<file path="src/rtl/sha1_msg_padder_pkg.sv">
// Shared types and constants for the SHA1 message padder.
package sha1_msg_padder_pkg;

    typedef enum logic [2:0] {
        S_IDLE,
        S_FILL,
        S_PAD,
        S_EMIT,
        S_START,
        S_WAIT
    } state_e;

    localparam logic [31:0] SHA1_PAD_WORD = 32'h8000_0000;
    localparam int          BLOCK_WORDS   = 16;

    // Byte counts above a full word are treated as a full word.
    function automatic logic [2:0] clamp_bytes(input logic [2:0] b);
        return (b > 3'd4) ? 3'd4 : b;
    endfunction

endpackage

</file>
<file path="src/rtl/sha1_msg_padder_mask.sv">
// Final-word formatter: keeps the valid leading bytes, inserts 0x80 after them, zeroes the rest.
module sha1_msg_padder_mask
    import sha1_msg_padder_pkg::*;
(
    input  logic [31:0] data_i,
    input  logic [2:0]  bytes_i,
    output logic [31:0] word_o,
    output logic        full_o
);

    logic [2:0] nb;

    assign nb     = clamp_bytes(bytes_i);
    assign full_o = (nb == 3'd4);

    always_comb begin
        word_o = '0;
        for (int i = 0; i < 4; i++) begin
            if (3'(i) < nb)
                word_o[31-8*i -: 8] = data_i[31-8*i -: 8];
            else if (3'(i) == nb)
                word_o[31-8*i -: 8] = 8'h80;
        end
    end

endmodule

</file>
<file path="src/rtl/sha1_msg_padder.sv">
// Streams 32-bit big-endian words into padded 512-bit SHA1 blocks and sequences the core.
module sha1_msg_padder
    import sha1_msg_padder_pkg::*;
#(
    parameter int MAX_BLOCKS = 16,
    parameter int LEN_W      = 64
) (
    input  logic             clk_i,
    input  logic             reset_i,
    input  logic [31:0]      in_data_i,
    input  logic             in_valid_i,
    output logic             in_ready_o,
    input  logic             in_last_i,
    input  logic [2:0]       in_bytes_i,
    output logic [511:0]     blk_data_o,
    output logic             blk_wen_o,
    output logic [LEN_W-1:0] blk_num_o,
    output logic             start_o,
    input  logic             done_i,
    output logic             busy_o,
    output logic             err_o
);

    state_e             state_q;
    logic [511:0]       blk_q;
    logic [4:0]         widx_q;
    logic [LEN_W-1:0]   bytecnt_q;
    logic [LEN_W-1:0]   blk_num_q;
    logic               pad_pend_q;
    logic               need2_q;     // 0x80 landed in word 14/15: length goes in the next block
    logic               last_seen_q;
    logic               final_q;
    logic               in_ready_q;
    logic               blk_wen_q;
    logic               start_q;
    logic               busy_q;
    logic               err_q;

    logic               accept;
    logic [31:0]        last_word;
    logic               last_full;
    logic [31:0]        in_word;
    logic [2:0]         nbytes;
    logic [LEN_W-1:0]   bytecnt_d;
    logic [63:0]        len64;
    logic [31:0]        pad_word;
    logic               emit_now;
    logic               ovf;

    sha1_msg_padder_mask u_mask (
        .data_i  (in_data_i),
        .bytes_i (in_bytes_i),
        .word_o  (last_word),
        .full_o  (last_full)
    );

    assign accept    = in_valid_i && in_ready_q;
    assign in_word   = in_last_i ? last_word : in_data_i;
    assign nbytes    = in_last_i ? clamp_bytes(in_bytes_i) : 3'd4;
    assign bytecnt_d = ((state_q == S_IDLE) ? '0 : bytecnt_q) + LEN_W'(nbytes);
    assign len64     = 64'({bytecnt_q, 3'b000});
    assign ovf       = (blk_num_q >= LEN_W'(MAX_BLOCKS));

    always_comb begin
        pad_word = '0;
        if (pad_pend_q)
            pad_word = SHA1_PAD_WORD;
        else if (!need2_q && widx_q == 5'd14)
            pad_word = len64[63:32];
        else if (!need2_q && widx_q == 5'd15)
            pad_word = len64[31:0];
    end

    // Entry into EMIT: a full block is sitting in blk_q this cycle's edge.
    assign emit_now = (accept && !in_last_i && widx_q == 5'(BLOCK_WORDS - 1))
                   || (state_q == S_PAD && widx_q == 5'(BLOCK_WORDS))
                   || (state_q == S_PAD && !pad_pend_q && !need2_q && widx_q == 5'd15);

    always_ff @(posedge clk_i) begin
        if (reset_i) begin
            state_q     <= S_IDLE;
            blk_q       <= '0;
            widx_q      <= '0;
            bytecnt_q   <= '0;
            blk_num_q   <= '0;
            pad_pend_q  <= 1'b0;
            need2_q     <= 1'b0;
            last_seen_q <= 1'b0;
            final_q     <= 1'b0;
            in_ready_q  <= 1'b0;
            blk_wen_q   <= 1'b0;
            start_q     <= 1'b0;
            busy_q      <= 1'b0;
            err_q       <= 1'b0;
        end else begin
            blk_wen_q <= 1'b0;
            start_q   <= 1'b0;
            if (emit_now) begin
                if (ovf) begin
                    err_q <= 1'b1;
                end else begin
                    blk_wen_q <= 1'b1;
                    blk_num_q <= blk_num_q + LEN_W'(1);
                end
            end
            case (state_q)
                S_IDLE, S_FILL: begin
                    in_ready_q <= 1'b1;
                    if (accept) begin
                        blk_q     <= {blk_q[479:0], in_word};
                        widx_q    <= widx_q + 5'd1;
                        bytecnt_q <= bytecnt_d;
                        if (state_q == S_IDLE) begin
                            blk_num_q <= '0;
                            err_q     <= 1'b0;
                            busy_q    <= 1'b1;
                        end
                        if (in_last_i) begin
                            state_q     <= S_PAD;
                            in_ready_q  <= 1'b0;
                            last_seen_q <= 1'b1;
                            pad_pend_q  <= last_full;
                            need2_q     <= !last_full && (widx_q >= 5'd14);
                        end else if (widx_q == 5'(BLOCK_WORDS - 1)) begin
                            state_q    <= S_EMIT;
                            in_ready_q <= 1'b0;
                        end else begin
                            state_q <= S_FILL;
                        end
                    end
                end
                S_PAD: begin
                    if (widx_q == 5'(BLOCK_WORDS)) begin
                        widx_q  <= '0;
                        need2_q <= 1'b0;
                        state_q <= S_EMIT;
                    end else begin
                        blk_q  <= {blk_q[479:0], pad_word};
                        widx_q <= widx_q + 5'd1;
                        if (pad_pend_q) begin
                            pad_pend_q <= 1'b0;
                            need2_q    <= (widx_q >= 5'd14);
                        end else if (!need2_q && widx_q == 5'd15) begin
                            final_q <= 1'b1;
                            state_q <= S_EMIT;
                        end
                    end
                end
                S_EMIT: begin
                    widx_q <= '0;
                    if (final_q) begin
                        final_q     <= 1'b0;
                        last_seen_q <= 1'b0;
                        // An overflowed message never starts the core.
                        if (err_q) begin
                            state_q    <= S_IDLE;
                            busy_q     <= 1'b0;
                            in_ready_q <= 1'b1;
                        end else begin
                            state_q <= S_START;
                            start_q <= 1'b1;
                        end
                    end else if (last_seen_q) begin
                        state_q <= S_PAD;
                    end else begin
                        state_q    <= S_FILL;
                        in_ready_q <= 1'b1;
                    end
                end
                S_START: state_q <= S_WAIT;
                S_WAIT: begin
                    if (done_i) begin
                        state_q    <= S_IDLE;
                        busy_q     <= 1'b0;
                        in_ready_q <= 1'b1;
                    end
                end
                default: state_q <= S_IDLE;
            endcase
        end
    end

    assign in_ready_o = in_ready_q;
    assign blk_data_o = blk_q;
    assign blk_wen_o  = blk_wen_q;
    assign blk_num_o  = blk_num_q;
    assign start_o    = start_q;
    assign busy_o     = busy_q;
    assign err_o      = err_q;

endmodule

</file>
<file path="config.mk">
export PLATFORM = sky130hd
export DESIGN_NAME = sha1_msg_padder
export DESIGN_NICKNAME = d
export VERILOG_FILES = /design/src/rtl/sha1_msg_padder_pkg.sv /design/src/rtl/sha1_msg_padder_mask.sv /design/src/rtl/sha1_msg_padder.sv
export SDC_FILE = /design/constraint.sdc
export NUM_CORES = 1
export LEC_CHECK = 0
export BUFFER_PORTS_ARGS = -buffer_cell sky130_fd_sc_hd__buf_2
export CAP_MARGIN = 20
export CORE_AREA = 10 10 308 251
export DETAILED_ROUTE_END_ITERATION = 10
export DIE_AREA = 0 0 318 261
export GPL_ROUTABILITY_DRIVEN = 0
export PLACE_DENSITY_LB_ADDON = 0.08
export SYNTH_ARGS = -nofsm -noshare
export SYNTH_HDL_FRONTEND = slang
export SYNTH_SLANG_ARGS = --single-unit
</file>
<file path="constraint.sdc">
create_clock -name clk_i -period 3.4 [get_ports clk_i]
set_input_delay 0.68 -clock clk_i [delete_from_list [all_inputs] [get_ports clk_i]]
set_output_delay 0.68 -clock clk_i [all_outputs]
set_load 0.05 [all_outputs]
</file>
---- Word level (Yosys, flattened, before mapping) ----
Index checks and enable logic that the tools add are counted.
word-level totals
  register bits ........................... 657
  bits of input ports ..................... 40
  logic and storage cells ................. 164
operators by class
  add/sub/neg operators ................... 3
  magnitude comparators ................... 7
  equality and inequality tests ........... 26
  mux-type cells .......................... 75
  bitwise gates (word level) .............. 3
  reduce and logical (&&, ||, !) cells .... 36
operators by type and width
  kind                                                                     number
  512-bit 2-to-1 mux                                                       2
  512-bit one-hot mux with 2 select lines                                  1
  64-bit 2-to-1 mux                                                        6
  32-bit 2-to-1 mux                                                        4
  64-bit by 1-bit adder with 64-bit output, second input constant          1
  64-bit by 3-bit adder with 64-bit output                                 1
  64-bit by 5-bit >= comparator with 1-bit output, second input constant   1
  8-bit 2-to-1 mux                                                         8
  1-bit 2-to-1 mux                                                         32
  3-bit 2-to-1 mux                                                         9
  4-bit AND reduction                                                      6
  2-bit inequality test, second input constant                             9
  3-bit one-hot mux with 5 select lines                                    1
  5-bit one-hot mux with 3 select lines                                    1
  5-bit by 4-bit == test with 1-bit output, second input constant          2
  1-bit logical AND                                                        10
  5-bit 2-to-1 mux                                                         2
  3-bit == test, second input constant                                     3
  3-bit by 2-bit inequality test with 1-bit output, second input constant  3
  1-bit one-hot mux with 2 select lines                                    4
  2-bit by 3-bit == test with 1-bit output, first input constant           2
  3-bit by 2-bit == test with 1-bit output, second input constant          2
  3-bit logical NOT                                                        2
  1-bit by 3-bit < comparator with 1-bit output, first input constant      2
  other kinds (20)                                                         36

---- Logic depth before layout (Yosys ltp) ----
Gate-level depths: netlist of run 1.
  word-level depth ........................ 9
  depth in mapped cells ................... 10

---- Modules after synthesis ----
Synthesis of run 1 repeated with hierarchy kept, for this count alone.
unflattened totals
  cell total of the unflattened synthesis .. 3158
  area, all modules ....................... 25389.4 sq um
modules (own cells, without submodules)
  module                times used  cells each  area each (sq um)
  sha1_msg_padder       1           3118        25104.1
  sha1_msg_padder_mask  1           40          285.3

---- Worst setup path before layout of run 1 ----
Ideal clock, no wire load.
  path type ............................... register to register
  from .................................... register state_q[2]
  to ...................................... register bytecnt_q[52]
  setup time .............................. 123 ps
  data arrival time ....................... 2669 ps
  required time ........................... 3277 ps
  setup slack ............................. 608 ps
  cell stages (with the launch flop) ...... 11
  period minus slack after synthesis ...... 2792 ps
  cells stage by stage .................... dfxtp_1 or3_1 clkbuf_1 and2_1 ha_1 fa_1 a21o_1 nand4_1 nor2_1 nand3_1 mux2_1
on the way
  longest elaborated chain between the ends .. 3
  elaborated cells on any way between the ends .. 6
ends and longest elaborated chain
  what                                                                             RTL line                                       text
  start: declaration                                                               sha1_msg_padder.sv:24                          state_e state_q;
  start signal: assignment                                                         sha1_msg_padder.sv:81                          state_q <= S_IDLE;
  start signal: assignment                                                         sha1_msg_padder.sv:119                         state_q <= S_PAD;
  start signal: assignment                                                         sha1_msg_padder.sv:125                         state_q <= S_EMIT;
  3-bit logical NOT or 3-bit by 1-bit == test with 1-bit output (tied branches)    sha1_msg_padder.sv:60, sha1_msg_padder.sv:106
  64-bit 2-to-1 mux or 2-bit OR reduction (tied branches)                          sha1_msg_padder.sv:60, sha1_msg_padder.sv:106
  64-bit by 3-bit adder with 64-bit output or 2-bit AND reduction (tied branches)  -
  end signal: assignment                                                           sha1_msg_padder.sv:112                         bytecnt_q <= bytecnt_d;
  end: declaration                                                                 sha1_msg_padder.sv:27                          logic [LEN_W-1:0] bytecnt_q;
Several ways; a longest one is shown, not always the timed one.
A chain may end at the register's enable or synchronous reset.

---- Worst setup path after layout of run 1 ----
  from .................................... register widx_q[1]
  to ...................................... register blk_num_q[0], in the netlist blk_num_o[0]
on the way
  longest elaborated chain between the ends .. 8
  elaborated cells on any way between the ends .. 11
ends and longest elaborated chain
  what                                                                       RTL line                                                             text
  start: declaration                                                         sha1_msg_padder.sv:26                                                logic [4:0] widx_q;
  start signal: assignment                                                   sha1_msg_padder.sv:111                                               widx_q <= widx_q + 5'd1;
  start signal: assignment                                                   sha1_msg_padder.sv:139                                               widx_q <= widx_q + 5'd1;
  5-bit by 4-bit == test with 1-bit output or 5-bit == test (tied branches)  sha1_msg_padder.sv:75, sha1_msg_padder.sv:77, sha1_msg_padder.sv:76
  1-bit logical AND (on tied branches)                                       sha1_msg_padder.sv:75, sha1_msg_padder.sv:76
  1-bit logical OR                                                           sha1_msg_padder.sv:76                                                || (state_q == S_PAD && widx_q == 5'(BLOCK_WORDS))
  1-bit logical OR (*)                                                       sha1_msg_padder.sv:77                                                || (state_q == S_PAD && !pad_pend_q && !need2_q && widx_q == 5'd15);
  64-bit 2-to-1 mux (*)                                                      sha1_msg_padder.sv:98                                                if (emit_now) begin
  64-bit 2-to-1 mux                                                          sha1_msg_padder.sv:113                                               if (state_q == S_IDLE) begin
  64-bit 2-to-1 mux                                                          sha1_msg_padder.sv:109                                               if (accept) begin
  64-bit 2-to-1 mux (*)                                                      sha1_msg_padder.sv:106                                               case (state_q)
  end signal: assignment                                                     sha1_msg_padder.sv:103                                               blk_num_q <= blk_num_q + LEN_W'(1);
  end: declaration                                                           sha1_msg_padder.sv:28                                                logic [LEN_W-1:0] blk_num_q;
Every way passes the cells marked *; elsewhere a longest branch is shown, timed or not.

==> metrics, run 1 <==
crit path DAT 3340 ps; slew margin rel. 22.8%; Yosys reg bits 654; largest net degree at the start of global routing 173; Setup Buffers After CTS 0; syn avg cell area 8.03 um2; path type of the worst min-delay path in2reg; dpl hpwl 73,900 um; Mapped Cells 3,066; Fin Hold WS 381 ps; Final Cycle Share 83.8%; number of global-route vias before repair 22,836; path depth of the worst reg2reg path 9; reg2reg end blk_num_o[0]; max_cap viols 0; site row count 88; fin. max-slew vios 0; TritonCTS clock tree done; Slew @ Worst Pin 1130 ps; P_leak 12.6 nW; Fmax achieved 351 MHz; Area growth, synth to finish 26.6%; Post-synth top flop dfxtp_1; hold path startpoint in_data_i[10]; placed cell count 4,473; # fillers 7,279; peak supply drop 352 uV; routed vias/inst 5.21; hold_buf cts 0; Initial Util 34.6%; pwr dens 575 nW/um2; Worst Setup EP blk_num_o[0]; Seq/Total Area, Yosys 53.1%; DRT Wirelength 100,000 um; Post-DRT Antenna Nets 0; Startpoint Class register; Syn Nets 3,116; worst clock skew 20.2 ps; placed cell areas 28,800 um2; unrepaired setup endpoints after global routing false; CTS buffer count 72; Tmin final 2850 ps; Max FO, Critical Path 6; Reg clk slew, reported paths 60 ps; IO Port Bufs 620; PostCTS Resize Cnt 0; DRC violations left 0; Async SR Flop Fraction 0%; final net count 3,652; Total Routing Usage GR 22.7%; GRT overflow 0; FF-to-FF setup slack 550 ps; Cell Area, Synth 24,600 um2; worst setup path start widx_q[1]; status complete, no violations; CTS max path bufs 3; die area 83,000 um2; Layout Cells excl Fill 4,605; Final Cell Area 31,200 um2; Synth warnings 0; final setup fails 0; top cells by area, synth dfxtp_1, nand2_1, a21oi_1; CTS root buf clkbuf_16; initial antenna violation count 1; post-DR wirelength/cell 21.8 um; area of the multi-input gates 10,600 um2; Worst Path Required 3890 ps; first-pass GRT wire length 148,000 um; Sinks on Clock Net 654; Synth cell types 76; Synth area leader dfxtp_1; core area 71,200 um2; H-tree lvl count 3; # IOs 621; via count 23,996; worst r2r src widx_q[1]; drt pass-1 iters 6; Die Wd 318 um; chip height 261 um; register area 13,100 um2; crit end category register; share of the synthesized area in the top cell type 53.1%; ratio of cells with drive above 1 in the final layout 22.7%; Clock Latency Late Sink 620 ps; number of synthesized flops with an enable pin 0; kind of critical path reg2reg; setup_tns 0 ps; DRT iter0 DRCs 2,480; final-report hold violation count 0
sequential cells by signal, indices dropped and copies added (netlist names), 3 cells and up:
name / flops
blk_data_o: 512
bytecnt_q: 61
state_q: 3
widx_q: 5
blk_num_o: 64
layout make-up:
| class | count | share of cell area, % |
|---|---|---|
| antenna | 1 | 0.00803 |
| clock buffer | 102 | 6.63 |
| clock inverter | 29 | 1.07 |
| inverter | 18 | 0.217 |
| multi-input combinational | 2172 | 33.9 |
| sequential | 654 | 42.0 |
| tap | 945 | 3.79 |
| timing repair buffer | 684 | 12.4 |
through the flow:
step	total power [mW]	setup slack [ps]	utilization (%)
after global placement	10.0	254	40.4
after detailed placement	10.0	187	40.4
after floorplan	9.34	608	-
final	17.9	549	43.8
after global routing	18.5	368	43.8
after CTS	18.1	583	43.8
worst min path at each step:
| stage | to | slack (ps) | depth (start not counted) |
|---|---|---|---|
| floorplan | bytecnt_q[0] | 440 | 2 |
| global placement | blk_data_o[493] | 440 | 2 |
| detailed placement | blk_data_o[490] | 440 | 2 |
| CTS | pad_pend_q | 340 | 3 |
| global route | blk_data_o[10] | 380 | 3 |
| finish | blk_data_o[10] | 380 | 3 |
Yosys cell counts (3+ instances only):
cell	n
a2111oi_0	3
a211o_1	6
a211oi_1	16
a21oi_1	555
a221oi_1	21
a222oi_1	7
a311oi_1	11
a31o_2	6
a31oi_1	3
a32oi_1	3
a41o_1	5
a41oi_1	3
and2_1	72
and3_1	24
and4_1	5
buf_2	90
clkbuf_1	127
dfxtp_1	654
ha_1	9
inv_1	18
mux2_2	5
mux2i_1	4
nand2_1	1058
nand2b_1	4
nand3_1	39
nand3b_1	4
nand4_1	30
nand4b_1	7
nor2_1	75
nor2b_1	6
nor3_1	29
nor3_2	4
nor4_1	29
o211ai_1	10
o21a_1	3
o21ai_0	38
o31ai_1	7
or3_1	8
or4_1	7
xnor2_1	9
xor2_1	8
worst max-delay path, cell delays in order (launching register included):
cell and delay, ps:
dfxtp_1 430, ha_1 200, and3_1 170, ha_1 310, nor3b_1 580, nor2_1 120, o21ai_0 370, buf_4 210
nand3_1 160, mux2i_1 180
layout by cell type, fill, tap and decap left out, types with 18 or more instances in the layout:
cell,n
a221oi_1,21
nor3_1,28
buf_4,42
nand4_1,30
and3_1,24
clkbuf_16,73
dfxtp_1,654
o21ai_0,38
a21oi_1,553
buf_2,619
inv_1,18
nor4_1,28
buf_12,22
nor2_1,75
and2_1,72
nand2_1,1058
nand3_1,39
metal layers:
layer	up-vias	routed length (um)	global-route usage [%]
li1	11417	-	-
met1	11525	42000	28.7
met2	908	47000	37.3
met3	146	8260	6.37
met4	0	2960	7.19
met5	-	0	0
kinds of logic (layout without fill, tap and decap cells):
family | after synthesis | in the layout | synth area share (%)
xor gates and xnor gates | 17 | 17 | 0.604
and+or+nand+nor | 1421 | 1421 | 24.9
adders and majority gates | 10 | 10 | 0.538
other | 0 | 1 | 0
AOI/OAI and AO/OA | 713 | 713 | 16.2
DFF | 654 | 654 | 53.1
muxes | 11 | 11 | 0.482
buffers and inverters | 240 | 833 | 4.16
report_power, final:
| group | internal [mW] | leakage (nW) | switching, mW | total, mW |
|---|---|---|---|---|
| Sequential | 7.77 | 5.27 | 0.108 | 7.88 |
| Clock | 4.66 | 1.20 | 3.37 | 8.03 |
| Combinational | 0.426 | 6.12 | 1.58 | 2.00 |
| Total | 12.9 | 12.6 | 5.06 | 17.9 |
Power figures use the tool's default switching activity.
==> inputs of run 2 (changes only) <==
==> constraint.sdc (replaced) <==
create_clock -name clk_i -period 2.5 [get_ports clk_i]
set_input_delay 0.5 -clock clk_i [delete_from_list [all_inputs] [get_ports clk_i]]
set_output_delay 0.5 -clock clk_i [all_outputs]
set_load 0.05 [all_outputs]
==> run 2 against run 1 <==
Largest power group unchanged. Highest routed layer unchanged. First-iteration DRC count down 4.7%. Via count up 1.1%. Clock skew up 0.75 ps. Cell count up 1.6%. Flip-flop and latch count unchanged. Design area up 3.1%. Utilization up 1.4 points. Total power up 37%. Die area unchanged. Routed wire length up 1.3%. Register-to-register slack worse by 550 ps.
==> metrics, run 2 (same netlist as run 1, synthesis figures left out) <==
CTS buffer count 71 (was 72); slowest stage delay, CP 390 ps (was 580 ps); Comb pwr share 12.0% (was 11.2%); hold path depth 3 (unchanged); core area 71,200 um2 (unchanged); peak supply drop 440 uV (was 352 uV); Slew @ Worst Pin 961 ps (was 1130 ps); path depth of the worst reg2reg path 11 (was 9); placed cell count 4,546 (was 4,473); Largest register FFs 512 (unchanged); Max stage delay cell, worst path or3_4 (was nor3b_1); Initial Util 34.6% (unchanged); first-pass GRT wire length 148,000 um (about the same); Layout Cells excl Fill 4,679 (was 4,605); ratio of cells with drive above 1 in the final layout 25.0% (was 22.7%); internal power 17.7 mW (was 12.9 mW); Final Core Density 45.1% (was 43.8%); Final Cycle Share 99.9% (was 83.8%); CTS max path bufs 3 (unchanged); Die Wd 318 um (unchanged); # fillers 7,205 (was 7,279); DRT Wirelength 102,000 um (was 100,000 um); DRC violations left 0 (unchanged); switching power of the nets 6.84 mW (was 5.06 mW); max_cap viols 0 (unchanged); cell family with most CP delay simple AND/OR/NAND/NOR gates (unchanged); most frequent cells in the layout nand2_1, dfxtp_1, buf_2, a21oi_1, buf_4 (was nand2_1, dfxtp_1, buf_2, a21oi_1, nor2_1); FF-to-FF setup slack 3 ps (was 550 ps); Worst Path Required 3050 ps (was 3890 ps); hold_buf cts 0 (unchanged); switching share of power 27.9% (was 28.2%); reg2reg end bytecnt_q[32] (was blk_num_o[0]); path type of the worst min-delay path in2reg (unchanged); kind of critical path reg2reg (unchanged); routed vias/inst 5.18 (was 5.21); site row count 88 (unchanged); final net count 3,731 (was 3,652); Area growth, synth to finish 30.5% (was 26.6%); Max FO, Critical Path 6 (unchanged); crit path DAT 3050 ps (was 3340 ps); pwr dens 763 nW/um2 (was 575 nW/um2); P_leak 13.1 nW (was 12.6 nW); Clk network pwr share 44.3% (was 44.8%); Tmin final 2500 ps (was 2850 ps); number of global-route vias before repair 23,063 (was 22,836); Total Routing Usage GR 22.6% (was 22.7%); DRT iter0 DRCs 2,363 (was 2,480); chip height 261 um (unchanged); drt pass-1 iters 6 (unchanged); die area 83,000 um2 (unchanged); Hold EP blk_data_o[11] (was blk_data_o[10]); IO Port Bufs 620 (unchanged); crit end category register (unchanged); Sinks on Clock Net 654 (unchanged); Clock Latency Late Sink 620 ps (about the same); fin. max-slew vios 0 (unchanged); final-report hold violation count 0 (unchanged); final setup fails 0 (unchanged); placed cell areas 29,500 um2 (was 28,800 um2); worst r2r src state_q[1] (was widx_q[1]); dpl hpwl 75,300 um (was 73,900 um); GRT overflow 0 (unchanged); Final Cell Area 32,100 um2 (was 31,200 um2); Reg clk slew, reported paths 60 ps (about the same); CTS root buf clkbuf_16 (unchanged); initial antenna violation count 0 (was 1); slew margin rel. 35.1% (was 22.8%); worst clock skew 21.0 ps (was 20.2 ps); # IOs 621 (unchanged); hold path startpoint in_data_i[11] (was in_data_i[10]); status complete, no violations (unchanged); worst path bufs/invs 2 (was 1); unrepaired setup endpoints after global routing true (was false); Cell Chain, Critical Path or3_4 -> and2_4 -> ha_4 -> fa_2 -> a21o_1 -> buf_4 -> nand4_1 -> nor4b_2 -> buf_4 -> a31o_2 -> a21oi_2 (was ha_1 -> and3_1 -> ha_1 -> nor3b_1 -> nor2_1 -> o21ai_0 -> buf_4 -> nand3_1 -> mux2i_1); post-DR wirelength/cell 21.7 um (was 21.8 um); Startpoint Class register (unchanged); largest net degree at the start of global routing 140 (was 173); Reg power frac 43.7% (was 44.0%); commonest non-fill, non-tap cell in the layout nand2_1 (unchanged); Post-DRT Antenna Nets 0 (unchanged); Fmax achieved 400 MHz (was 351 MHz); H-tree lvl count 3 (unchanged); most used cell, CP buf_4 (was ha_1); TritonCTS clock tree done (unchanged); via count 24,250 (was 23,996)
-- run 2: changes by cell type in the layout (fill, tap and decap cells not counted), sizes merged --
cell and delta:
buf +79, clkinv -4, inv -3, clkinvlp +2
-- run 2: layout make-up --
type,instances,area [um2],area share (%)
diodes,1,2.50,0.00779
flip-flops and latches,654,13100,40.7
clock inverters,24,317,0.985
clock buffers,101,2080,6.48
multi-input cells,2172,10700,33.4
inverters,18,67.6,0.210
repair buffers,764,4670,14.5
well taps,945,1180,3.68
-- run 2: worst min-delay path, delay by kind of cell --
family / cells / cell delay, ps
buf+inv: 1 / 80
compound gates: 2 / 210
-- run 2: repair_timing --
item / CTS / global route
setup buffers: 2 / 4
resized for setup: 8 / 23
pin swaps: 3 / 8
endpoints found under the hold margin: 0 / 0
setup endpoints to repair: 14 / 184
gates cloned: 0 / 1
-- run 2: how the worst max path moves through the flow --
stage | start | to | slack (ps) | depth (start not counted)
after floorplan | state_q[1] | bytecnt_q[52] | -120 | 10
after global placement | in_bytes_i[2] | bytecnt_q[14] | -370 | 12
after detailed placement | in_last_i | bytecnt_q[14] | -390 | 12
after CTS | state_q[1] | bytecnt_q[60] | -2 | 9
after global routing | state_q[1] | bytecnt_q[50] | -60 | 11
final | state_q[1] | bytecnt_q[32] | 3 | 11
-- run 2: power by group through the flow --
stage / combinational, mW / sequential, mW / clock [mW]
after floorplan: 1.36 / 11.4 / 0
after global placement: 2.88 / 10.9 / 0
after detailed placement: 2.89 / 10.9 / 0
after CTS: 2.90 / 10.7 / 11.1
after global routing: 3.15 / 10.7 / 11.5
final: 2.94 / 10.7 / 10.8
-- run 2: per-layer routing --
metal	part of all wire (%)	track usage (%)
met2	47	37.2
met1	42	28.9
met3	8.2	6.03
met5	0	0
met4	2.8	6.86
-- run 2: stage by stage --
| step | power [mW] | setup WS (ps) | hold WS (ps) | setup TNS [ps] |
|---|---|---|---|---|
| after floorplan | 12.7 | -124 | 445 | -468 |
| after global placement | 13.8 | -367 | 434 | -4830 |
| after detailed placement | 13.8 | -393 | 441 | -6990 |
| after CTS | 24.7 | -1.84 | 162 | -1.84 |
| after global routing | 25.3 | -60.3 | 213 | -418 |
| final | 24.5 | 2.77 | 201 | 0 |
